--- config.mk ---
export PLATFORM = sky130hd
export DESIGN_NAME = bool_sweep_unit
export DESIGN_NICKNAME = d
export VERILOG_FILES = /design/src/rtl/bool_sweep_unit.sv
export SDC_FILE = /design/constraint.sdc
export NUM_CORES = 1
export LEC_CHECK = 0
export ABC_AREA = 0
export BUFFER_PORTS_ARGS = -buffer_cell sky130_fd_sc_hd__buf_2
export CORE_ASPECT_RATIO = 0.8
export CORE_UTILIZATION = 49
export CTS_CLUSTER_SIZE = 12
export DETAILED_ROUTE_END_ITERATION = 6
export MAX_ROUTING_LAYER = met4
export PLACE_DENSITY = 0.74
export SETUP_SLACK_MARGIN = 0.05
export SLEW_MARGIN = 20
export SYNTH_ARGS = -nofsm -noshare
export SYNTH_HDL_FRONTEND = slang
export SYNTH_SLANG_ARGS = --single-unit
--- constraint.sdc ---
create_clock -name clk -period 1.8 [get_ports clk]
set_input_delay 0.54 -clock clk [delete_from_list [all_inputs] [get_ports clk]]
set_output_delay 0.54 -clock clk [all_outputs]
set_load 0.005 [all_outputs]
--- src/rtl/bool_sweep_unit.sv ---
// Evaluates F(x) = (^U) & (L != 1) on N inputs. The unit can sweep all 2^N codes
// and stream the results, and it has a registered single-shot evaluation path.
module bool_sweep_unit #(
    parameter int N  = 4,
    parameter int CW = N + 1
) (
    input  logic          clk,
    input  logic          rst,
    input  logic          start,
    input  logic          hold,
    input  logic [N-1:0]  eval_in,
    output logic          eval_f,
    output logic          busy,
    output logic          out_valid,
    output logic [N-1:0]  out_idx,
    output logic          out_f,
    output logic          done,
    output logic [CW-1:0] ones_cnt,
    output logic [N-1:0]  first_mt,
    output logic [N-1:0]  last_mt
);
    localparam int H = N / 2;

    function automatic logic f_of(input logic [N-1:0] x);
        return (^x[N-1:H]) & (x[H-1:0] != H'(1));
    endfunction

    typedef enum logic [1:0] {S_IDLE, S_SWEEP, S_DONE} state_t;

    state_t        state, state_nxt;
    logic [N-1:0]  idx;
    logic [CW-1:0] acc_cnt, cnt_nxt;
    logic [N-1:0]  acc_first, first_nxt, acc_last, last_nxt;
    logic          acc_seen, seen_nxt;
    logic          advance, hit;

    // A sample is consumed only on an edge where the sweep is running and not held.
    assign advance   = (state == S_SWEEP) && !hold;
    assign hit       = advance && f_of(idx);

    assign busy      = (state == S_SWEEP);
    assign out_valid = advance;
    assign out_idx   = idx;
    assign out_f     = f_of(idx);
    assign done      = (state == S_DONE);

    always_ff @(posedge clk or posedge rst) begin
        if (rst) state <= S_IDLE;
        else     state <= state_nxt;
    end

    // NOTE: every combinational output gets a default first so no path can infer a latch.
    always_comb begin
        state_nxt = state;
        unique case (state)
            S_IDLE:  if (start) state_nxt = S_SWEEP;
            S_SWEEP: if (advance && idx == '1) state_nxt = S_DONE;
            S_DONE:  state_nxt = S_IDLE;
            default: state_nxt = S_IDLE;
        endcase
    end

    // Running statistics including the sample consumed at this edge.
    always_comb begin
        cnt_nxt   = acc_cnt;
        first_nxt = acc_first;
        last_nxt  = acc_last;
        seen_nxt  = acc_seen;
        if (hit) begin
            cnt_nxt  = acc_cnt + CW'(1);
            last_nxt = idx;
            if (!acc_seen) begin
                first_nxt = idx;
                seen_nxt  = 1'b1;
            end
        end
    end

    // NOTE: sequential state uses non-blocking assignments only, so every register
    // samples the pre-edge values regardless of statement order.
    always_ff @(posedge clk or posedge rst) begin
        if (rst) begin
            eval_f    <= 1'b0;
            idx       <= '0;
            acc_cnt   <= '0;
            acc_first <= '0;
            acc_last  <= '0;
            acc_seen  <= 1'b0;
            ones_cnt  <= '0;
            first_mt  <= '0;
            last_mt   <= '0;
        end else begin
            eval_f <= f_of(eval_in);
            if (state == S_IDLE && start) begin
                idx       <= '0;
                acc_cnt   <= '0;
                acc_first <= '0;
                acc_last  <= '0;
                acc_seen  <= 1'b0;
            end else if (advance) begin
                // The counter wraps to 0 after the last code, but that edge enters DONE,
                // where out_valid is low.
                idx       <= idx + N'(1);
                acc_cnt   <= cnt_nxt;
                acc_first <= first_nxt;
                acc_last  <= last_nxt;
                acc_seen  <= seen_nxt;
                if (idx == '1) begin
                    ones_cnt <= cnt_nxt;
                    first_mt <= first_nxt;
                    last_mt  <= last_nxt;
                end
            end
        end
    end
endmodule

* Yosys cells after proc, flatten, opt, wreduce, memory -nomap -nowiden
Index checks and enable logic that the tools add are counted.
** Word-level totals
- Input bits :: 8
- Register bits after elaboration :: 34
- Logic and storage cells :: 53
- Output and inout port bits :: 22
** Operators by class
- Bitwise logic cells :: 3
- Add/sub/neg operators :: 2
- Eq/ne operators :: 7
- Reduce and logical (&&, ||, !) cells :: 13
- Muxes and demuxes :: 18
** Operator list (count)
- $mux W4 :: 9
- $mux W5 :: 3
- $ne A2 B1 Y1 const B :: 3
- $add A5 B1 Y5 const B :: 1
- $add A4 B1 Y4 const B :: 1
- $eq A4 B4 Y1 const B :: 1
- $logic_and A1 B1 Y1 :: 4
- $mux W2 :: 2
- $pmux W2 S2 :: 1
- $reduce_and A2 Y1 :: 2
- $reduce_bool A2 Y1 :: 2
- $reduce_xor A2 Y1 :: 2
- $mux W1 :: 3
- $reduce_and A3 Y1 :: 1
- $and A1 B1 Y1 :: 2
- $eq A2 B1 Y1 const B :: 1
- $eq A2 B2 Y1 const B :: 1
- $logic_not A2 Y1 :: 1
- $ne A2 B2 Y1 const B :: 1
- $logic_not A1 Y1 :: 1
- $not A1 Y1 :: 1

* Logic depth before layout (Yosys ltp)
Gate-level depths: netlist (run 1).
- Depth after elaboration :: 6
- Gate-level depth with buffers :: 7
- Depth with buffers taken out :: 6

* Least setup slack after synthesis (run 1)
Ideal clock, no wire load.
- Path type :: in2out
- Start :: in hold
- End :: out out_valid
- Stages :: 4
- Arrival :: 1.245 ns
- Setup slack :: 0.015 ns
- Required time :: 1.260 ns
- Buffers on the path :: 2
- Cells stage by stage :: buf_6 -> or3b_4 -> inv_2 -> buf_6
** Between the ends
- Cells in the longest elaborated chain, start to end :: 2
** Ends and longest elaborated chain
- from (decl) :: RTL line 10 : input logic hold,
- $logic_not A1 Y1 :: RTL line 38 : assign advance = (state == S_SWEEP) && !hold;
- $logic_and A1 B1 Y1 :: RTL line 38
- to (decl) :: RTL line 14 : output logic out_valid,
Every way passes these cells.

* Worst setup path after layout (run 1)
- Start :: reg state[0]
- End :: out out_valid
** Between the ends
- Cells in the longest elaborated chain, start to end :: 2
** Ends and longest elaborated chain
- from (decl) :: RTL line 30 : state_t state, state_nxt;
- from (signal assigned) :: RTL line 49 : else state <= state_nxt;
- $eq A2 B1 Y1 :: RTL line 38
- $logic_and A1 B1 Y1 :: RTL line 38
Every way passes these cells.

==> results.sh, run 1 <==
export IMPL_setup_viol=0
export IMPL_vias_per_cell=5.64
export IMPL_end_kind="output pin"
export IMPL_multi_input_area_um2=748
export IMPL_cp_num_buf_inv=2
export IMPL_cts_htree_levels=2
export IMPL_fin_crit_ns=1.80
export IMPL_place_area_um2=1970
export IMPL_grt_antenna_before_repair=0
export IMPL_total_power_mw=3.42
export IMPL_die_area_um2=3660
export IMPL_r2r_end="out_idx[3]"
export IMPL_hold_class="in2async"
export IMPL_cts_buffers=5
export IMPL_cts_buffer_depth=2
export IMPL_syn_nets=172
export IMPL_gp_congestion=0.859
export IMPL_async_reset_ff_share_pct=100
export IMPL_cp_arrival_ns=1.26
export IMPL_crit_path_start_kind="flop"
export IMPL_final_cell_mix="34 x dfrtp_1, 32 x buf_4, 28 x buf_2, 14 x a21oi_1, 13 x o21ai_0"
export IMPL_synthesis_area_um2=1670
export IMPL_grt_pass1_vias=1359
export IMPL_postLayoutCoreUtil_pct=68.4
export IMPL_crit_slowest_cell="or3b_4"
export IMPL_ys_seq_elements=34
export IMPL_clock_sinks=34
export IMPL_worst_pin_slew_ns=0.448
export IMPL_area_growth_pct=29.8
export IMPL_io_pins=30
export IMPL_ys_seq_area_share_pct=50.8
export IMPL_final_common_cell="dfrtp_1"
export IMPL_dp_hpwl_mm=2.83
export IMPL_clock_fmax_mhz=556
export IMPL_total_leakage_power_nw=1.06
export IMPL_core_um2=3180
export IMPL_grt_max_degree=35
export IMPL_portBuffers=29
export IMPL_crit_fanout=3
export IMPL_start_util_pct=52.7
export IMPL_synth_edff_count=0
export IMPL_reg2reg_depth=5
export IMPL_rsz0062_at_grt="true"
export IMPL_fin_skew_ns=0.00754
export IMPL_slowest_delay_ns=0.42
export IMPL_insertion_delay_ns=0.29
export IMPL_seq_area_um2=851
export IMPL_antenna_cells=0
export IMPL_slew_violations=0
export IMPL_maxSlewHeadroom_pct=70.1
export IMPL_drt_iter0_drc=98
export IMPL_syn_area_per_cell_um2=10.5
export IMPL_gr_total_overflow=0
export IMPL_track_usage_pct=25.9
export IMPL_fin_tns_setup_ns=0
export IMPL_drt_total_wl_mm=4.10
export IMPL_ctsRootBufferMaster="clkbuf_8"
export IMPL_crit_chain="or3b_4 -> inv_2 -> buf_6"
export IMPL_timing_hold_ws_ns=0.327
export IMPL_regToRegStartpoint="state[0]"
export IMPL_drive_gt1_share_pct=36.7
export IMPL_ys_warn_count=0
export IMPL_grt_pass1_wl_mm=6.49
export IMPL_ys_types=38
export IMPL_p_per_area_nw_per_um2=1570
export IMPL_fp_dieH_um=54.3
export IMPL_ant_nets=0
export IMPL_synth_ff_type="dfrtp_1"
export IMPL_peakVddDrop_uv=935
export IMPL_die_x_um=67.4
export IMPL_reg2reg_slack_ns=0.11
export IMPL_hold_viol_final=0
export IMPL_wire_per_inst_um=15.9
export IMPL_drc_errors=0
export IMPL_clkSlewWorstSetupHoldPaths_ns=0.07
export IMPL_syn_inst=160
export IMPL_cp_data_required_time_ns=1.26
export IMPL_maxCapViolCount=0
export IMPL_postLayoutCellArea_um2=2170
export IMPL_timing_final_crit_share_pct=99.9
export IMPL_n_fill_cell=245
export IMPL_finalNetCount=229
export IMPL_row_count=18
export IMPL_cts_tree="built"
export IMPL_status="finished clean"
export IMPL_crit_family="simple AND/OR/NAND/NOR gates"
export IMPL_vias=1455
export IMPL_worstSetupPathType="reg2out"
export IMPL_first_pass_iters=4
[sequential cells by signal (all words and copies together), names as in the netlist]
register,flops
acc_cnt,5
ones_cnt,5
acc_first,4
acc_last,4
first_mt,4
last_mt,4
out_idx,4
state,2
acc_seen,1
eval_f,1
[synthesized netlist by cell type (3+ instances only)]
master,number,area share [%]
a22o_1,9,4.7
dfrtp_1,34,51
or3_1,3,1.1
inv_1,10,2.2
nand2_1,4,0.90
a21oi_1,14,4.2
ha_1,4,3.0
nor2_1,4,0.90
clkbuf_1,4,0.90
o21ai_0,14,4.2
a31oi_1,8,3.0
nand3_1,6,1.8
buf_6,3,2.0
o311a_1,6,3.6
a2bb2oi_1,5,2.6
[metrics by stage]
stage / instances / setup WS (ns)
after floorplan: 160 / 0.0385
after global placement: 241 / 0.00667
after detailed placement: 241 / -0.0101
after CTS: 252 / -0.0236
after global routing: 258 / -0.0219
final: 258 / 0.00261
[worst max-delay path by stage]
stage               start    endpoint  depth (start not counted)
5_1_grt        out_idx[3]       out_f                          4
3_5_place_dp         hold  out_idx[3]                          5
2_1_floorplan        hold   out_valid                          4
3_3_place_gp         hold  out_idx[3]                          5
4_1_cts          state[1]   out_valid                          3
6_report         state[0]   out_valid                          3
[kinds of logic (layout without fill, tap and decap cells)]
family	Yosys count	after routing	share of synthesized area, %
compound gates	64	64	26.2
fa+ha+maj	4	4	2.99
buf+inv	22	80	6.50
flops	34	34	50.8
mux	2	2	1.20
simple gates	34	34	12.3
[worst min-delay path, cell delays in order]
cell and delay [ns]:
buf_2 0.10, inv_1 0.04, buf_4 0.37
[area by class of cell]
| type | instances | area share (%) |
|---|---|---|
| clock inverters | 1 | 0.230 |
| well taps | 40 | 2.30 |
| inverters | 11 | 1.90 |
| flip-flops and latches | 34 | 39.1 |
| clock buffers | 7 | 3.97 |
| repair buffers | 61 | 18.0 |
| multi-input cells | 104 | 34.4 |
[metal layers]
layer,GRT usage [%],up-vias,share of wire [%]
met4,9.93,0,1.3
met5,-,-,0
li1,-,711,-
met1,34.6,698,48
met2,38.5,39,46
met3,6.04,7,4.7
[what timing repair did]
action / in CTS / in global routing
hold buffers: 0 / 0
setup endpoints to repair: 7 / 8
resized for setup: 5 / 5
setup buffers: 3 / 6
pin swaps: 2 / 1
[where the power goes]
group,switching [mW],internal [mW]
clock network,0.269,0.308
logic,0.797,0.797
registers,0.198,1.05
total,1.26,2.15
Note: power is estimated with default switching activity, not from simulation.
==> run 2, diff against run 1 <==
--- a/config.mk
+++ b/config.mk
@@ -7,7 +7,6 @@
 export LEC_CHECK = 0
 export ABC_AREA = 0
 export BUFFER_PORTS_ARGS = -buffer_cell sky130_fd_sc_hd__buf_2
-export CORE_ASPECT_RATIO = 0.8
 export CORE_UTILIZATION = 49
 export CTS_CLUSTER_SIZE = 12
 export DETAILED_ROUTE_END_ITERATION = 6
==> results.sh, run 2 (same netlist as run 1, synthesis figures left out) <==
export IMPL_crit_fanout=4
export IMPL_die_x_um=60.5
export IMPL_fin_crit_ns=1.90
export IMPL_gr_total_overflow=0
export IMPL_p_per_area_nw_per_um2=1530
export IMPL_area_growth_pct=28.8
export IMPL_grt_pass1_vias=1436
export IMPL_finalNetCount=226
export IMPL_clock_fmax_mhz=527
export IMPL_io_pins=30
export IMPL_first_pass_iters=4
export IMPL_slew_violations=0
export IMPL_crit_slowest_cell="or3b_4"
export IMPL_final_cell_mix="34 x dfrtp_1, 28 x buf_4, 27 x buf_2, 14 x o21ai_0, 13 x a21oi_1"
export IMPL_fp_dieH_um=60.5
export IMPL_p_sw_mw=1.28
export IMPL_cts_buffer_depth=2
export IMPL_swShare_pct=38.8
export IMPL_cp_arrival_ns=1.36
export IMPL_fin_skew_ns=0.0123
export IMPL_rsz0062_at_grt="true"
export IMPL_hold_viol_final=0
export IMPL_p_int_mw=2.02
export IMPL_place_area_um2=1990
export IMPL_power_frac_seq_pct=37.8
export IMPL_wire_per_inst_um=16.1
export IMPL_dp_hpwl_mm=2.78
export IMPL_status="finished, violations left"
export IMPL_timing_hold_ws_ns=0.256
export IMPL_layout_setup_ws_ns=-0.0958
export IMPL_insertion_delay_ns=0.35
export IMPL_fin_tns_setup_ns=-0.137
export IMPL_cts_tree="built"
export IMPL_clkSlewWorstSetupHoldPaths_ns=0.11
export IMPL_row_count=20
export IMPL_p_clk_share_pct=12.1
export IMPL_gp_congestion=0.841
export IMPL_grt_max_degree=35
export IMPL_vias_per_cell=5.76
export IMPL_maxSlewHeadroom_pct=66.3
export IMPL_hold_class="in2async"
export IMPL_preCtsSetupSlack_ns=-0.0210
export IMPL_crit_path_start_kind="flop"
export IMPL_timing_final_crit_share_pct=105
export IMPL_total_leakage_power_nw=1.04
export IMPL_start_util_pct=53.1
export IMPL_ctsRootBufferMaster="clkbuf_4"
export IMPL_die_area_um2=3650
export IMPL_track_usage_pct=25.4
export IMPL_total_power_mw=3.31
export IMPL_core_um2=3150
export IMPL_cp_data_required_time_ns=1.26
export IMPL_slowest_delay_ns=0.43
export IMPL_grt_antenna_before_repair=0
export IMPL_top_regs="acc_cnt x5, ones_cnt x5"
export IMPL_clock_sinks=34
export IMPL_drt_iter0_drc=47
export IMPL_ant_nets=0
export IMPL_setup_viol=3
export IMPL_p_comb_share_pct=50.2
export IMPL_end_kind="output pin"
export IMPL_peakVddDrop_uv=700
export IMPL_antenna_cells=0
export IMPL_portBuffers=29
export IMPL_drive_gt1_share_pct=37.4
export IMPL_worst_pin_slew_ns=0.505
export IMPL_violations="setup timing"
export IMPL_crit_chain="or3b_4 -> inv_2 -> buf_6"
export IMPL_vias=1486
export IMPL_drt_total_wl_mm=4.14
export IMPL_maxCapViolCount=0
export IMPL_worstSetupPathType="reg2out"
export IMPL_drc_errors=0
export IMPL_cts_buffers=5
export IMPL_grt_pass1_wl_mm=6.47
export IMPL_cts_htree_levels=2
export IMPL_postLayoutCellArea_um2=2160
export IMPL_final_common_cell="dfrtp_1"
## run 2: final cells by class
| class | count | area (um^2) |
|---|---|---|
| Fill cell | 271 | 996 |
| Inverter | 11 | 41.3 |
| Clock inverter | 2 | 10.0 |
| Timing Repair Buffer | 58 | 388 |
| Clock buffer | 5 | 37.5 |
| Sequential cell | 34 | 851 |
| Multi-Input combinational cell | 104 | 774 |
| Tap cell | 44 | 55.1 |
## run 2: timing repair
action | in CTS | in global routing
endpoints found under the setup margin | 14 | 12
endpoints found under the hold margin | 0 | 0
gates resized for setup | 7 | 9
buffers inserted | 3 | 3
pin swaps | 0 | 2
hold buffers | 0 | 0
## run 2: power groups by stage
stage | logic (mW) | clock network [mW] | registers (mW)
2_1_floorplan | 0.773 | 0 | 1.27
3_3_place_gp | 1.37 | 0 | 1.23
3_5_place_dp | 1.41 | 0 | 1.24
4_1_cts | 1.53 | 0.408 | 1.24
5_1_grt | 1.80 | 0.438 | 1.28
6_report | 1.66 | 0.400 | 1.25
## run 2: metrics by stage
step,util [%],cells
6_report,68.4,258
4_1_cts,66.5,255
3_5_place_dp,63.2,245
3_3_place_gp,63.2,245
5_1_grt,68.4,258
2_1_floorplan,-,160
## run 2: critical path, delay by kind of cell, from the launching register on
family | cells | cell delay (ns)
buffers and inverters | 2 | 0.17
DFF | 1 | 0.41
and+or+nand+nor | 1 | 0.43
## run 2: final timing paths
check                                 start          end  slack (ns)  cells past startpoint
worst max-delay path               state[0]    out_valid        -0.1                      3
worst min-delay path                    rst     state[0]        0.26                      3
worst max register to register     state[0]   out_idx[3]        0.06                      5
worst min register to register  acc_last[1]  acc_last[1]        0.51                      1
max in group asynchronous               rst   out_idx[0]        1.22                      3
min in group clk                 eval_in[3]       eval_f        0.37                      2
## run 2: per-layer routing
metal  part of all wire, %  vias to the layer above  global-route usage, %
met2                    49                       54                   39.1
met1                    42                      709                   30.9
li1                      -                      712                      -
met3                   5.9                       11                   7.25
met4                   2.4                        0                   12.0
met5                     0                        -                      -
